$ cat config.mk
export PLATFORM = sky130hd
export DESIGN_NAME = sequential_divider
export DESIGN_NICKNAME = d
export VERILOG_FILES = /design/src/rtl/sequential_divider.sv
export SDC_FILE = /design/constraint.sdc
export NUM_CORES = 1
export LEC_CHECK = 0
export CORE_MARGIN = 4
export CORE_UTILIZATION = 58
export DETAILED_ROUTE_END_ITERATION = 16
export HOLD_SLACK_MARGIN = 0.06
export PLACE_DENSITY = 0.79
export SYNTH_ARGS = -nofsm -noshare
export SYNTH_HDL_FRONTEND = slang
export SYNTH_SLANG_ARGS = --single-unit
export TNS_END_PERCENT = 100
$ cat constraint.sdc
create_clock -name clock -period 8.66 [get_ports clock]
set_clock_uncertainty 0.05 [all_clocks]
set_input_delay 1.299 -clock clock [delete_from_list [all_inputs] [get_ports clock]]
set_output_delay 1.299 -clock clock [all_outputs]
set_load 0.03 [all_outputs]
$ cat src/rtl/sequential_divider.sv
// Iterative radix-2 restoring divider for the MDU HI/LO path (32-bit, signed/unsigned).
// Define DIVIDER_ZERO_FAST_PATH_EN to skip iteration when the divisor is zero.
module sequential_divider (
   input  logic        clock,
   input  logic        reset,
   input  logic        start,
   input  logic        isSigned,
   input  logic [31:0] dividend,
   input  logic [31:0] divisor,
   output logic        busy,
   output logic        done,
   output logic [31:0] quotient,
   output logic [31:0] remainder,
   output logic        divideByZero
);

   typedef logic [31:0] int_t;
   typedef enum logic [1:0] {IDLE, PREPARE, ITERATE, FIXUP} state_t;

   state_t      state, state_n;
   int_t        dvd_r, dvs_r;
   logic        sgn_r;
   logic        q_neg, r_neg;
   int_t        q_mag, d_mag, prem;
   logic [4:0]  cnt;
   logic [32:0] shifted, trial;
   logic        done_n;

   always_ff @(posedge clock or posedge reset) begin
      if (reset) state <= IDLE;
      else       state <= state_n;
   end

   always_comb begin
      state_n = state;
      done_n  = 1'b0;
      shifted = {prem, q_mag[31]};
      trial   = shifted - {1'b0, d_mag};
      unique case (state)
         IDLE:    if (start) state_n = PREPARE;
         PREPARE: begin
`ifdef DIVIDER_ZERO_FAST_PATH_EN
            state_n = (dvs_r == '0) ? FIXUP : ITERATE;
`else
            state_n = ITERATE;
`endif
         end
         ITERATE: if (cnt == 5'd31) state_n = FIXUP;
         FIXUP: begin
            state_n = IDLE;
            done_n  = 1'b1;
         end
         default: state_n = IDLE;
      endcase
   end

   // q_mag shifts dividend bits out of the top while quotient bits enter at the bottom
   always_ff @(posedge clock or posedge reset) begin
      if (reset) begin
         busy         <= 1'b0;
         done         <= 1'b0;
         quotient     <= '0;
         remainder    <= '0;
         divideByZero <= 1'b0;
         dvd_r        <= '0;
         dvs_r        <= '0;
         sgn_r        <= 1'b0;
         q_neg        <= 1'b0;
         r_neg        <= 1'b0;
         q_mag        <= '0;
         d_mag        <= '0;
         prem         <= '0;
         cnt          <= '0;
      end else begin
         busy <= (state_n != IDLE);
         done <= done_n;
         unique case (state)
            IDLE: begin
               if (start) begin
                  dvd_r <= dividend;
                  dvs_r <= divisor;
                  sgn_r <= isSigned;
               end
            end
            PREPARE: begin
               q_neg <= sgn_r & (dvd_r[31] ^ dvs_r[31]);
               r_neg <= sgn_r & dvd_r[31];
               q_mag <= (sgn_r && dvd_r[31]) ? -dvd_r : dvd_r;
               d_mag <= (sgn_r && dvs_r[31]) ? -dvs_r : dvs_r;
               prem  <= '0;
               cnt   <= '0;
            end
            ITERATE: begin
               if (!trial[32]) begin
                  prem  <= trial[31:0];
                  q_mag <= {q_mag[30:0], 1'b1};
               end else begin
                  prem  <= shifted[31:0];
                  q_mag <= {q_mag[30:0], 1'b0};
               end
               cnt <= cnt + 5'd1;
            end
            FIXUP: begin
               if (dvs_r == '0) begin
                  quotient     <= '1;
                  remainder    <= dvd_r;
                  divideByZero <= 1'b1;
               end else begin
                  quotient     <= q_neg ? -q_mag : q_mag;
                  remainder    <= r_neg ? -prem : prem;
                  divideByZero <= 1'b0;
               end
            end
            default: ;
         endcase
      end
   end

endmodule

# Yosys cells after proc, flatten, opt, wreduce, memory -nomap -nowiden
# Index checks and enable logic that the tools add are counted.
# W data, S select, Z words.
[classes]
addsub = 6
eq_ne = 4
n_mux = 16
bitwise = 3
reduce_logical = 7
[ops]
columns = ["op", "count"]
rows = [
  ["$mux W32", 7],
  ["$neg A32 Y32", 4],
  ["$pmux W32 S2", 2],
  ["$sub A33 B32 Y33", 1],
  ["$logic_not A32 Y1", 1],
  ["$pmux W5 S2", 1],
  ["$pmux W2 S4", 1],
  ["$add A5 B1 Y5 const B", 1],
  ["$eq A5 B5 Y1 const B", 1],
  ["$eq A2 B2 Y1 const B", 2],
  ["$mux W2", 2],
  ["$reduce_bool A2 Y1", 2],
  ["$mux W1", 3],
  ["$and A1 B1 Y1", 2],
  ["$eq A2 B1 Y1 const B", 1],
  ["$logic_and A1 B1 Y1", 2],
  ["$logic_not A2 Y1", 1],
  ["$reduce_and A2 Y1", 1],
  ["$xor A1 B1 Y1", 1],
]
[word_totals]
ff_bits = 237
output_inout_bits = 67
elab_cells = 51

# Depth between registers and ports, before layout
[depth]
ltp_word = 4
mapped_depth = 14

# Worst setup path after synthesis
# No wires, ideal clock.
[synth_timing]
kind = "register to register"
startpoint = "reg q_mag[31]"
endpoint = "reg prem[28]"
setup_ps = 83
arrival_ps = 3342
required_ps = 8527
setup_slack_ps = 5185
path_stages_with_launch = 15
path_buffers = 2
period_less_slack_ps = 3475
path_cell_list = "dfrtp_1 > inv_1 > ha_1 > fa_1 > nand2b_1 > a21oi_1 > o21ai_0 > a2111oi_0 > o21ai_0 > a21oi_1 > or3b_1 > clkbuf_1 > buf_1 > mux2_2 > o22ai_1"
[synth_between]
elab_chain_len = 3
[synth_lines]
columns = ["item", "line_no", "rtl"]
rows = [
  ["from (decl)", "24", "int_t q_mag, d_mag, prem;"],
  ["from (signal assigned)", "88", "q_mag <= (sgn_r && dvd_r[31]) ? -dvd_r : dvd_r;"],
  ["from (signal assigned)", "96", "q_mag <= {q_mag[30:0], 1'b1};"],
  ["from (signal assigned)", "99", "q_mag <= {q_mag[30:0], 1'b0};"],
  ["$sub A33 B32 Y33", "38", "trial = shifted - {1'b0, d_mag};"],
  ["$mux W32", "94", "if (!trial[32]) begin"],
  ["$pmux W32 S2", "77", "unique case (state)"],
  ["to (signal assigned)", "95", "prem <= trial[31:0];"],
  ["to (signal assigned)", "98", "prem <= shifted[31:0];"],
  ["to (decl)", "24", ""],
]
# No other way between the ends.
# A chain may end at the register's enable or synchronous reset.

# Worst setup path after layout
[layout_timing]
startpoint = "reg q_mag[31]"
endpoint = "reg prem[1]"
# Same word-level chain as after synthesis.

==> results.cfg <==
[outcome]
outcome = completed

[final_layout]
final_net_count = 1644
syn_to_final_growth_pct = 17.2
diodes = 0
fin_util = 0.689
drive_above_1_share = 0.107
stdcell_area_mm2 = 0.0161

[setup_path]
r2r-start = q_mag[31]
arrival_ns = 4.59
cp-startpoint = q_mag[31]
rr_worst_depth = 13
end_kind = flip-flop
crit_end = prem[1]
path_max_fanout = 40
path_class = reg2reg
max_stage_delay_ns = 0.83
slowest_stage = a2111oi_0
reg2reg_to = prem[1]
rrSetupSlack_ns = 4.45
critPathLaunchType = flip-flop
worstPathRequired_ns = 9.04
cp_cell_sequence = inv_1 > ha_1 > fa_1 > nand2b_1 > a21oi_1 > o21ai_0 > a2111oi_0 > o21ai_0 > a21oi_1 > or3b_1 > buf_4 > mux2_2 > o22ai_1

[drt]
wl_mm = 31.9
dr.first_iter.drc_count = 671
drc = 0
ant_nets = 0
first_pass_iters = 6
wl_per_cell_um = 17.1
vias = 10800
vias_per_cell = 5.79

[floorplan]
die_area_mm2 = 0.0262
ios = 135
rows = 56
core-area_mm2 = 0.0234
initial_core_util = 0.587
die_h_um = 162
die_x_um = 162

[synthesis]
yosysWarnings = 0
synth_top_area_frac = 0.431
ys_types = 64
synth_top_area_cell = dfrtp_1
ys_ff_latch = 237
ys.flop_type = dfrtp_1
synthCells = 1428
ys_top_cells_by_area = dfrtp_1 43%, mux2_2 7.9%, xnor2_1 5.1%, a21oi_1 4.6%, xor2_1 4.3%
synth_edf_count = 0
yosysSeqAreaShare = 0.431
syn_nets = 1540
syn_avg_cell_area_um2 = 9.63
netlist_area_mm2 = 0.0137
async_flop_share = 1.00

[placed_design]
gp_congestion = 0.910
dp_hpwl_mm = 23.2
placed_area_mm2 = 0.0153
io_buffer_count = 134
pre_cts_ws_ns = 4.51

[sta]
worst_pin_slew_ns = 1.24
min_period_ns = 4.21
rsz0062_at_grt = false
fin_crit_sh = 0.487
finalSetupViolations = 0
timing.setup.tns_ns = 0
fmax_mhz = 237
final_hold_viol_count = 0
finalMaxSlewViolations = 0
slew_headroom = 0.173
finalWorstSetupSlack_ns = 4.45

[pwr]
p_seq_frac = 0.355
p_comb_frac = 0.466
clockPowerShare = 0.179
p_switching_uw = 2420
peakVddDrop_v = 0.000259
p_leak_uw = 0.00686
swShare = 0.419
p_int_uw = 3360
p_per_area_mw_per_mm2 = 359

[min_path]
hp-class = reg2reg

[clock_network]
cts_buffers = 26
clk_pin_slew_ns = 0.06
cts_max_level = 1
ctsHoldBuffers = 0
cts_tree = yes
cts_setup_buffers = 0
clock_sinks = 237
clk_latency_ns = 0.53
cts_root_buf = clkbuf_16
cts_buffer_depth = 3
cts-resized-gates = 0

[job]
maxCapViolCount = 0

[grt]
grt_use_total = 0.243
grt_max_degree = 86
grt-ovfl-total = 0
antenna_found_initial = 0
grt_pass1_wl_mm = 53.2
grt_pass1_vias = 10700
how the worst min path moves through the flow:
stage               slack (ns)  startpoint  cells after the start     end
finish                    0.44      cnt[3]                      1  cnt[3]
global route              0.47      cnt[3]                      1  cnt[3]
CTS                       0.44      cnt[3]                      1  cnt[3]
detailed placement        0.43      cnt[3]                      1  cnt[3]
global placement          0.42      cnt[3]                      1  cnt[3]
floorplan                 0.39      cnt[3]                      1  cnt[3]
cells by family after synthesis:
kind of cell             count (synthesis)  synth area share
AO/OA/AOI/OAI                          361             0.167
adder cells (fa/ha/maj)                 44            0.0406
buffers and inverters                  148            0.0433
AND/OR/NAND/NOR                        365             0.124
flip-flops                             237             0.431
XOR/XNOR                               148            0.0943
multiplexers                           125            0.0998
layout by cell type (no fill, tap or decap), types with 4 or more instances in the layout:
cell             count
a211oi_1             4
clkbuf_1             8
o21ai_0             90
nor4_1              11
or4_1               14
nand2b_1            16
o21a_1               4
a31oi_1              6
o31ai_1             24
a22o_1               4
mux2_2              97
dfrtp_1            237
xor2_1              68
clkbuf_8             6
clkbuf_16           26
and2_1               5
or3_1                5
o41ai_1             12
nor3_1              16
clkdlybuf4s50_1    134
nand3_1             18
xnor2_1             80
nand4_1              7
nand3b_1             6
ha_1                40
a221o_1             32
nand2_1            100
mux2i_1             28
nor2b_1              5
inv_1               77
a21oi_1            126
o22ai_1             23
a21o_1               9
nor2_1             143
buf_4               11
flip-flops by register name, summed over array words and instances (netlist names), 2 cells and up:
register	flops
cnt	5
quotient	32
prem	32
state	2
d_mag	32
remainder	32
dvs_r	32
q_mag	32
dvd_r	32
power by group through the flow:
stage / clock network [µW] / logic, µW / registers, µW
floorplan: 0 / 1890 / 2090
global placement: 0 / 2610 / 2030
global route: 1110 / 2980 / 2120
detailed placement: 0 / 2680 / 2050
CTS: 1060 / 2710 / 2040
finish: 1040 / 2700 / 2050
per-stage QoR:
| step | hold slack, ns | total power, µW | std cells |
|---|---|---|---|
| 2_1_floorplan | 0.394 | 3980 | 1428 |
| 6_report | 0.445 | 5780 | 1869 |
| 4_1_cts | 0.436 | 5800 | 1869 |
| 3_5_place_dp | 0.428 | 4740 | 1823 |
| 5_1_grt | 0.474 | 6210 | 1869 |
| 3_3_place_gp | 0.421 | 4640 | 1823 |
synthesized netlist by cell type, types with 12 or more instances:
| library cell | count |
|---|---|
| dfrtp_1 | 237 |
| nor2_1 | 144 |
| a21oi_1 | 126 |
| nand2_1 | 101 |
| mux2_2 | 97 |
| o21ai_0 | 90 |
| xnor2_1 | 80 |
| inv_1 | 78 |
| xor2_1 | 68 |
| clkbuf_1 | 58 |
| ha_1 | 43 |
| a221o_1 | 32 |
| mux2i_1 | 28 |
| o31ai_1 | 24 |
| o22ai_1 | 23 |
| nand3_1 | 18 |
| nand2b_1 | 16 |
| nor3_1 | 16 |
| or4_1 | 14 |
| o41ai_1 | 12 |
final cells by class:
cell class / instances / area, µm²
clock inverter: 6 / 46.3
inverter: 79 / 304
multi-input combinational: 1043 / 7250
fill: 1846 / 7280
clock buffer: 40 / 763
tap: 319 / 399
timing repair buffer: 145 / 1420
sequential: 237 / 5930
metal layers:
| layer | vias to the layer above | wire, µm | global-route usage |
|---|---|---|---|
| li1 | 5298 | - | - |
| met1 | 5174 | 14000 | 0.329 |
| met2 | 297 | 15300 | 0.414 |
| met3 | 61 | 1700 | 0.0343 |
| met4 | 0 | 938 | 0.0692 |
| met5 | - | 0 | 0 |
critical path: cells and delay by family, from the launching register on:
kind / cells / cell delay, ns
AO/OA/AOI/OAI: 6 / 1.82
adder cells (fa/ha/maj): 2 / 0.63
buffers and inverters: 2 / 0.53
multiplexers: 1 / 0.40
flip-flops: 1 / 0.36
AND/OR/NAND/NOR: 2 / 0.29
Power figures use the tool's default switching activity.
